==> config.mk <==
export PLATFORM = sky130hd
export DESIGN_NAME = board_io_bus_slave_flat
export DESIGN_NICKNAME = d
export VERILOG_FILES = /design/src/rtl/board_io_bus_slave_if.sv /design/src/rtl/board_io_bus_slave.sv /design/src/flat_wrapper.sv
export SDC_FILE = /design/constraint.sdc
export NUM_CORES = 1
export LEC_CHECK = 0
export CAP_MARGIN = 40
export CORE_MARGIN = 8
export CORE_UTILIZATION = 52
export DETAILED_ROUTE_END_ITERATION = 8
export GPL_TIMING_DRIVEN = 0
export PLACE_DENSITY = 0.85
export SYNTH_ARGS = -nofsm -noshare
export SYNTH_HDL_FRONTEND = slang
export SYNTH_SLANG_ARGS = --single-unit
==> constraint.sdc <==
create_clock -name clk -period 3 [get_ports clk]
set_input_delay 0.3 -clock clk [delete_from_list [all_inputs] [get_ports clk]]
set_output_delay 0.3 -clock clk [all_outputs]
set_load 0.1 [all_outputs]
==> src/rtl/board_io_bus_slave_if.sv <==
`default_nettype none
// ============================================================================
// Module   : board_io_bus_slave_if
// Purpose  : Processor data-bus bundle for the board I/O register block.
// Revision : 1.0 - initial release
// ============================================================================
interface board_io_bus_slave_if;
    logic [31:0] addr;
    logic        wr_en;
    logic        rd_en;
    logic [31:0] wr_data;
    logic [31:0] rd_data;
    logic        rd_valid;

    modport master (
        output addr, wr_en, rd_en, wr_data,
        input  rd_data, rd_valid
    );

    modport slave (
        input  addr, wr_en, rd_en, wr_data,
        output rd_data, rd_valid
    );
endinterface
`default_nettype wire

==> src/rtl/board_io_bus_slave.sv <==
`default_nettype none
// ============================================================================
// Module   : board_io_bus_slave
// Purpose  : Memory-mapped KEY/SW status and LEDR/HEX output registers.
// Revision : 1.0 - initial release
// ============================================================================
module board_io_bus_slave #(
    parameter logic [31:0] ADDR_KDATA      = 32'hF000_0000,
    parameter logic [31:0] ADDR_KCTRL      = 32'hF000_0004,
    parameter logic [31:0] ADDR_SDATA      = 32'hF000_0010,
    parameter logic [31:0] ADDR_SCTRL      = 32'hF000_0014,
    parameter logic [31:0] ADDR_LEDR       = 32'hF000_0020,
    parameter logic [31:0] ADDR_HEX        = 32'hF000_0030,
    parameter int unsigned DEBOUNCE_CYCLES = 10
) (
    input  logic                 clk,
    input  logic                 reset_n,
    board_io_bus_slave_if.slave  bus,
    input  logic [3:0]           key_raw,
    input  logic [9:0]           sw_raw,
    output logic [9:0]           ledr_out,
    output logic [15:0]          hex_out
);

    localparam logic [15:0] c_CNT_MAX = 16'(DEBOUNCE_CYCLES - 1);

    logic [3:0]  r_key_s1, r_key_s2, r_kdata, r_kdata_d;
    logic [9:0]  r_sw_s1, r_sw_s2, r_sw_prev, r_sdata, r_sdata_d;
    logic [15:0] r_sw_cnt;
    logic        r_krdy, r_kovr, r_srdy, r_sovr;
    logic [9:0]  r_ledr;
    logic [15:0] r_hex;
    logic [31:0] r_rd_data;
    logic        r_rd_valid;

    logic [29:0] w_word;
    logic        w_sel_kdata, w_sel_kctrl, w_sel_sdata, w_sel_sctrl, w_sel_ledr, w_sel_hex;
    logic        w_k_set, w_s_set, w_k_clr, w_s_clr, w_k_ovr_clr, w_s_ovr_clr;
    logic        w_sw_stable;
    logic [31:0] w_rd_mux;
    logic        w_unused;

    // Word decode: the byte-offset bits never take part in selection.
    assign w_word      = bus.addr[31:2];
    assign w_sel_kdata = (w_word == ADDR_KDATA[31:2]);
    assign w_sel_kctrl = (w_word == ADDR_KCTRL[31:2]);
    assign w_sel_sdata = (w_word == ADDR_SDATA[31:2]);
    assign w_sel_sctrl = (w_word == ADDR_SCTRL[31:2]);
    assign w_sel_ledr  = (w_word == ADDR_LEDR[31:2]);
    assign w_sel_hex   = (w_word == ADDR_HEX[31:2]);
    assign w_unused    = ^{bus.addr[1:0], bus.wr_data[31:16]};

    // A data register that moved on the previous edge raises ready on this one.
    assign w_k_set     = (r_kdata != r_kdata_d);
    assign w_s_set     = (r_sdata != r_sdata_d);
    assign w_k_clr     = bus.rd_en && w_sel_kdata;
    assign w_s_clr     = bus.rd_en && w_sel_sdata;
    assign w_k_ovr_clr = bus.wr_en && w_sel_kctrl && !bus.wr_data[2];
    assign w_s_ovr_clr = bus.wr_en && w_sel_sctrl && !bus.wr_data[2];
    assign w_sw_stable = (r_sw_s2 == r_sw_prev);

    always_ff @(posedge clk) begin
        if (!reset_n) begin
            r_key_s1  <= '0;
            r_key_s2  <= '0;
            r_kdata   <= '0;
            r_kdata_d <= '0;
            r_sw_s1   <= '0;
            r_sw_s2   <= '0;
            r_sw_prev <= '0;
            r_sw_cnt  <= '0;
            r_sdata   <= '0;
            r_sdata_d <= '0;
        end else begin
            r_key_s1  <= ~key_raw;
            r_key_s2  <= r_key_s1;
            r_kdata   <= r_key_s2;
            r_kdata_d <= r_kdata;
            r_sw_s1   <= sw_raw;
            r_sw_s2   <= r_sw_s1;
            r_sw_prev <= r_sw_s2;
            r_sdata_d <= r_sdata;
            if (!w_sw_stable) begin
                r_sw_cnt <= '0;
            end else if (r_sw_cnt != c_CNT_MAX) begin
                r_sw_cnt <= r_sw_cnt + 16'd1;
            end
            if (w_sw_stable && (r_sw_cnt == c_CNT_MAX)) begin
                r_sdata <= r_sw_s2;
            end
        end
    end

    always_ff @(posedge clk) begin
        if (!reset_n) begin
            r_krdy <= 1'b0;
            r_kovr <= 1'b0;
            r_srdy <= 1'b0;
            r_sovr <= 1'b0;
        end else begin
            // Overrun is judged against the ready value before this edge.
            if (w_k_set && r_krdy && !w_k_clr) begin
                r_kovr <= 1'b1;
            end else if (w_k_ovr_clr) begin
                r_kovr <= 1'b0;
            end
            if (w_k_set) begin
                r_krdy <= 1'b1;
            end else if (w_k_clr) begin
                r_krdy <= 1'b0;
            end

            if (w_s_set && r_srdy && !w_s_clr) begin
                r_sovr <= 1'b1;
            end else if (w_s_ovr_clr) begin
                r_sovr <= 1'b0;
            end
            if (w_s_set) begin
                r_srdy <= 1'b1;
            end else if (w_s_clr) begin
                r_srdy <= 1'b0;
            end
        end
    end

    always_comb begin
        w_rd_mux = 32'h0;
        if (w_sel_kdata) begin
            w_rd_mux = {28'h0, r_kdata};
        end else if (w_sel_kctrl) begin
            w_rd_mux = {29'h0, r_kovr, 1'b0, r_krdy};
        end else if (w_sel_sdata) begin
            w_rd_mux = {22'h0, r_sdata};
        end else if (w_sel_sctrl) begin
            w_rd_mux = {29'h0, r_sovr, 1'b0, r_srdy};
        end else if (w_sel_ledr) begin
            w_rd_mux = {22'h0, r_ledr};
        end else if (w_sel_hex) begin
            w_rd_mux = {16'h0, r_hex};
        end
    end

    // Read samples pre-edge register values, so a same-cycle write is not seen.
    always_ff @(posedge clk) begin
        if (!reset_n) begin
            r_ledr     <= '0;
            r_hex      <= '0;
            r_rd_data  <= '0;
            r_rd_valid <= 1'b0;
        end else begin
            r_rd_valid <= bus.rd_en;
            if (bus.rd_en) begin
                r_rd_data <= w_rd_mux;
            end
            if (bus.wr_en && w_sel_ledr) begin
                r_ledr <= bus.wr_data[9:0];
            end
            if (bus.wr_en && w_sel_hex) begin
                r_hex <= bus.wr_data[15:0];
            end
        end
    end

    assign bus.rd_data  = r_rd_data;
    assign bus.rd_valid = r_rd_valid;
    assign ledr_out     = r_ledr;
    assign hex_out      = r_hex;

endmodule
`default_nettype wire

==> src/flat_wrapper.sv <==
// flat-port wrapper written by rule: the top's interface ports become plain ports
module board_io_bus_slave_flat 
#(
    parameter logic [31:0] ADDR_KDATA      = 32'hF000_0000,
    parameter logic [31:0] ADDR_KCTRL      = 32'hF000_0004,
    parameter logic [31:0] ADDR_SDATA      = 32'hF000_0010,
    parameter logic [31:0] ADDR_SCTRL      = 32'hF000_0014,
    parameter logic [31:0] ADDR_LEDR       = 32'hF000_0020,
    parameter logic [31:0] ADDR_HEX        = 32'hF000_0030,
    parameter int unsigned DEBOUNCE_CYCLES = 10
)
  (clk, reset_n, key_raw, sw_raw, ledr_out, hex_out, bus_addr, bus_wr_en, bus_rd_en, bus_wr_data, bus_rd_data, bus_rd_valid);
  board_io_bus_slave_if bus_i ();
  input  logic clk;
  input  logic reset_n;
  input  logic [3:0] key_raw;
  input  logic [9:0] sw_raw;
  output logic [9:0] ledr_out;
  output logic [15:0] hex_out;
  input wire logic [$bits(bus_i.addr)-1:0] bus_addr;
  input wire logic [$bits(bus_i.wr_en)-1:0] bus_wr_en;
  input wire logic [$bits(bus_i.rd_en)-1:0] bus_rd_en;
  input wire logic [$bits(bus_i.wr_data)-1:0] bus_wr_data;
  output wire logic [$bits(bus_i.rd_data)-1:0] bus_rd_data;
  output wire logic [$bits(bus_i.rd_valid)-1:0] bus_rd_valid;
  assign bus_i.addr = bus_addr;
  assign bus_i.wr_en = bus_wr_en;
  assign bus_i.rd_en = bus_rd_en;
  assign bus_i.wr_data = bus_wr_data;
  assign bus_rd_data = bus_i.rd_data;
  assign bus_rd_valid = bus_i.rd_valid;
  board_io_bus_slave #(.ADDR_KDATA(ADDR_KDATA), .ADDR_KCTRL(ADDR_KCTRL), .ADDR_SDATA(ADDR_SDATA), .ADDR_SCTRL(ADDR_SCTRL), .ADDR_LEDR(ADDR_LEDR), .ADDR_HEX(ADDR_HEX), .DEBOUNCE_CYCLES(DEBOUNCE_CYCLES)) u_core (.clk(clk), .reset_n(reset_n), .bus(bus_i), .key_raw(key_raw), .sw_raw(sw_raw), .ledr_out(ledr_out), .hex_out(hex_out));
endmodule
# --- Word-level counts from Yosys, hierarchy flattened ---
# Cells that the tools add are included.
totals:
  register_bits: 145
  output_inout_bits: 59
  wordCells: 66
classes:
  add_sub_neg: 1
  n_eq_ne: 11
  mux: 14
  n_bitwise: 1
  n_reduce_logical: 21
op_table:
  columns: ["operator", "count"]
  rows:
  - ["30-bit == test, second input constant", 6]
  - ["32-bit two-way mux", 5]
  - ["16-bit by 1-bit adder with 16-bit output, second input constant", 1]
  - ["16-bit by 4-bit == test with 1-bit output, second input constant", 1]
  - ["16-bit two-way mux", 1]
  - ["16-bit by 4-bit inequality test with 1-bit output, second input constant", 1]
  - ["1-bit logical AND", 13]
  - ["10-bit == test", 1]
  - ["10-bit inequality test", 1]
  - ["1-bit two-way mux", 8]
  - ["2-bit nonzero test", 4]
  - ["4-bit inequality test", 1]
  - ["4-bit inverter", 1]
  - ["1-bit zero test", 3]
  - ["2-bit AND reduction", 1]

# --- Longest topological paths before layout ---
logic_depth:
  word_depth: 7
  ltp_mapped: 7

# --- Worst setup path before layout ---
# No wires, ideal clock.
synth_timing:
  kind: "register to register"
  from: "register u_core.r_sw_cnt[0]"
  to: "register u_core.r_sdata[0]"
  setup_ns: 0.123
  arrival_ns: 1.749
  setup_slack_ns: 1.128
  path_stages_with_launch: 7
  period_less_slack_ns: 1.872
  path_cell_list: "dfxtp_1 ha_1 nor4b_1 nand4_1 and4bb_1 buf_4 mux2_1"
synth_between:
  elab_chain_cells: 2
synth_rtl:
  columns: ["item", "line", "text"]
  rows:
  - ["start: declaration", "board_io_bus_slave.sv:29", "logic [15:0] r_sw_cnt;"]
  - ["start signal: assignment", "board_io_bus_slave.sv:86", "r_sw_cnt <= r_sw_cnt + 16'd1;"]
  - ["16-bit by 4-bit == test with 1-bit output", "board_io_bus_slave.sv:88", "if (w_sw_stable && (r_sw_cnt == c_CNT_MAX)) begin"]
  - ["1-bit logical AND", "board_io_bus_slave.sv:88", null]
  - ["end signal: assignment", "board_io_bus_slave.sv:89", "r_sdata <= r_sw_s2;"]
  - ["end: declaration", "board_io_bus_slave.sv:28", "logic [9:0] r_sw_s1, r_sw_s2, r_sw_prev, r_sdata, r_sdata_d;"]
# Every way passes these cells.
# A chain may end at the register's enable or synchronous reset.

# --- Final worst setup path ---
layout_timing:
  from: "register u_core.r_sw_cnt[0]"
  to: "register u_core.r_sdata[5]"
# The elaborated chain is that of the path after synthesis.

==> impl_metrics.yaml <==
place:
  dp.cells: 855
  hpwl_mm: 12.7
  gp_congestion: 0.883
  portBuffers: 103
  place_ws_ns: 0.542
  place_area_um2: 7400
grt:
  track_usage_pct: 25.7
  antenna_found_initial: 0
  grt_overflow_total: 0
  grt_pass1_vias: 5452
  grt_max_degree: 17
  grt_pass1_wl_mm: 28.7
drt:
  ant_nets: 0
  via_count: 5199
  viasPerCell: 5.85
  drt_pass1_iterations: 6
  wire_per_inst_um: 20.2
  drt_iter0_markers: 496
  drt-total-wl_mm: 18.0
  drc: 0
setup_path:
  worstPathCellList: "ha_1 -> nor4b_1 -> nand4_1 -> and4bb_1 -> buf_4 -> mux2_1"
  crit_path_start: "u_core.r_sw_cnt[0]"
  crit_end: "u_core.r_sdata[5]"
  crit_arrival_ns: 2.59
  path_class: "reg2reg"
  crit_required_ns: 3.40
  regToRegEndpoint: "u_core.r_sdata[5]"
  rrSetupSlack_ns: 0.81
  cp_slowest_stage_delay_ns: 0.45
  cp-start-kind: "flip-flop"
  cp-end-kind: "flip-flop"
  reg2reg_depth: 6
  crit_slowest_cell: "dfxtp_1"
  cp_max_fo: 10
  r2r_start: "u_core.r_sw_cnt[0]"
sta:
  rsz0062_at_grt: "no"
  fin_crit_ns: 2.19
  finalHoldViolations: 0
  fin_skew_ns: 0.0116
  worstMarginPinSlew_ns: 0.696
  timing.final.max_slew_violations: 0
  max-slew-margin-rel_pct: 53.6
  max_freq_mhz: 456
  setup_tns_ns: 0
  finalWorstSetupSlack_ns: 0.809
  fin_crit_sh_pct: 73.0
  setup_violations: 0
clock_tree:
  clock-sinks: 129
  cts_buffers: 17
  cts.clk_slew.worst_paths_ns: 0.06
  cts.path.max_buffers: 2
  ctsHtreeMaxLevel: 4
  cts_resized: 0
  cts_setup_buffers: 0
  cts-root-buf: "clkbuf_8"
  insertion_delay_ns: 0.52
  cts_tree: "done"
  ctsHoldBuffers: 0
layout:
  syn_to_final_growth_pct: 48.8
  design_area_um2: 7980
  nNetsFinal: 822
  drive_gt1_share_pct: 15.6
  fin_util_pct: 78.3
  fin_cells: 888
yosys:
  avgSynthCellArea_um2: 9.61
  synth_edf_count: 0
  synth.distinct_cells: 54
  synth_most_common_cell: "dfxtp_1"
  syn_inst: 558
  yosysSeqAreaShare_pct: 48.2
  synth_flop_cell: "dfxtp_1"
  synthArstFlopShare_pct: 0
  ys_ff_latch: 129
  netlist.area_leader.share_pct: 48.2
  synth_area_leaders: "dfxtp_1, and2_1, a21oi_1"
  yosysWarnings: 0
  yosysTopAreaCell: "dfxtp_1"
  syn-cell-area_um2: 5360
  synthTopCellsByCount: "dfxtp_1, and2_1, a21oi_1"
floorplanning:
  coreArea_um2: 10200
  die_width_um: 118
  fp.dieH_um: 118
  ios: 141
  start_util_pct: 52.6
  rows: 37
  die-area_um2: 13800
pwr:
  seq_power_share_pct: 43.1
  power.density_nw_per_um2: 510
  ir_drop_mv: 0.427
  pwr-share-comb_pct: 8.2
  p_switching_mw: 1.05
  leakagePower_nw: 3.04
  p_int_mw: 3.02
  p_clk_share_pct: 48.6
  p_sw_share_pct: 25.8
job:
  cap_violations: 0
min_path:
  hold_class: "in2reg"
run_status:
  status: "finished clean"
worst min-delay path by stage:
stage / from / end / slack, ns / cells after the start
6_report: key_raw[3] / u_core.r_key_s1[3] / 0.30 / 2
5_1_grt: key_raw[3] / u_core.r_key_s1[3] / 0.32 / 2
4_1_cts: key_raw[3] / u_core.r_key_s1[3] / 0.28 / 2
3_5_place_dp: u_core.r_sw_s1[1] / u_core.r_sw_s2[1] / 0.42 / 1
3_3_place_gp: u_core.r_key_s1[3] / u_core.r_key_s2[3] / 0.42 / 1
2_1_floorplan: key_raw[3] / u_core.r_key_s1[3] / 0.37 / 1
power groups by stage:
| stage | clock (mW) | sequential [mW] | combinational (mW) |
|---|---|---|---|
| floorplan | 0 | 1.79 | 0.194 |
| global placement | 0 | 1.79 | 0.312 |
| detailed placement | 0 | 1.79 | 0.322 |
| CTS | 2.00 | 1.76 | 0.327 |
| global route | 2.06 | 1.76 | 0.349 |
| finish | 1.98 | 1.76 | 0.334 |
state kept, by name, indices dropped and copies added (netlist names), 4 cells and up:
name and count:
u_core.r_sw_prev 10, u_core.r_sw_s1 10, u_core.r_key_s2 4, u_core.r_sdata 10, u_core.bus.rd_data 16, u_core.r_sw_s2 10
u_core.r_sdata_d 10, u_core.r_key_s1 4, u_core.hex_out 16, u_core.r_sw_cnt 16, u_core.r_kdata_d 4, u_core.ledr_out 10
u_core.r_kdata 4
through the flow:
step / hold slack, ns / power [mW]
finish: 0.298 / 4.07
global route: 0.325 / 4.17
CTS: 0.278 / 4.08
detailed placement: 0.417 / 2.11
global placement: 0.416 / 2.10
floorplan: 0.367 / 1.99
kinds of logic (layout without fill, tap and decap cells):
group	after synthesis	count (layout)	synth area share (%)
xor+xnor	37	37	6.05
fa+ha+maj	2	2	0.467
simple gates	223	223	25.5
flops	129	129	48.2
buf+inv	55	233	5.39
other cells	1	17	0.0700
mux	23	23	4.95
compound gates	88	88	9.36
layout make-up:
cell class                 count  area (um2)
antenna                        1        2.50
clock inverter                14         145
sequential                   129        2580
clock buffer                  18         428
fill                         629        2210
buffer                        49         267
inverter                       6        22.5
timing repair buffer         146        1810
tap                          136         170
multi-input combinational    389        2540
metal layers:
| layer | wire length [um] | vias up | GRT usage (%) | part of all wire (%) |
|---|---|---|---|---|
| met5 | 0 | - | 0 | 0 |
| met4 | 1020 | 0 | 15.3 | 5.7 |
| met3 | 1370 | 99 | 5.76 | 7.6 |
| met1 | 6560 | 2428 | 28.0 | 37 |
| met2 | 9010 | 355 | 44.9 | 50 |
| li1 | - | 2317 | - | - |
layout by cell type (no fill, tap or decap), types with 9 or more instances in the layout:
cell type	n
buf_8	32
and2_1	53
nand2b_1	15
clkbuf_16	16
a21oi_1	41
xor2_1	15
buf_16	11
nand4_1	21
dfxtp_1	129
clkbuf_1	22
nor2_1	23
buf_4	17
conb_1	16
mux2_1	13
xnor2_1	22
clkdlybuf4s50_1	103
nand2_1	11
buf_2	9
nor4_1	15
o21ai_1	18
nand3_1	39
o21ai_0	10
critical path: cells and delay by family, from the launching register on:
family                     cells  cell delay [ns]
adders and majority gates      1             0.20
muxes                          1             0.36
DFF                            1             0.45
and+or+nand+nor                3             0.86
buffers and inverters          1             0.20
Power figures use the tool's default switching activity.
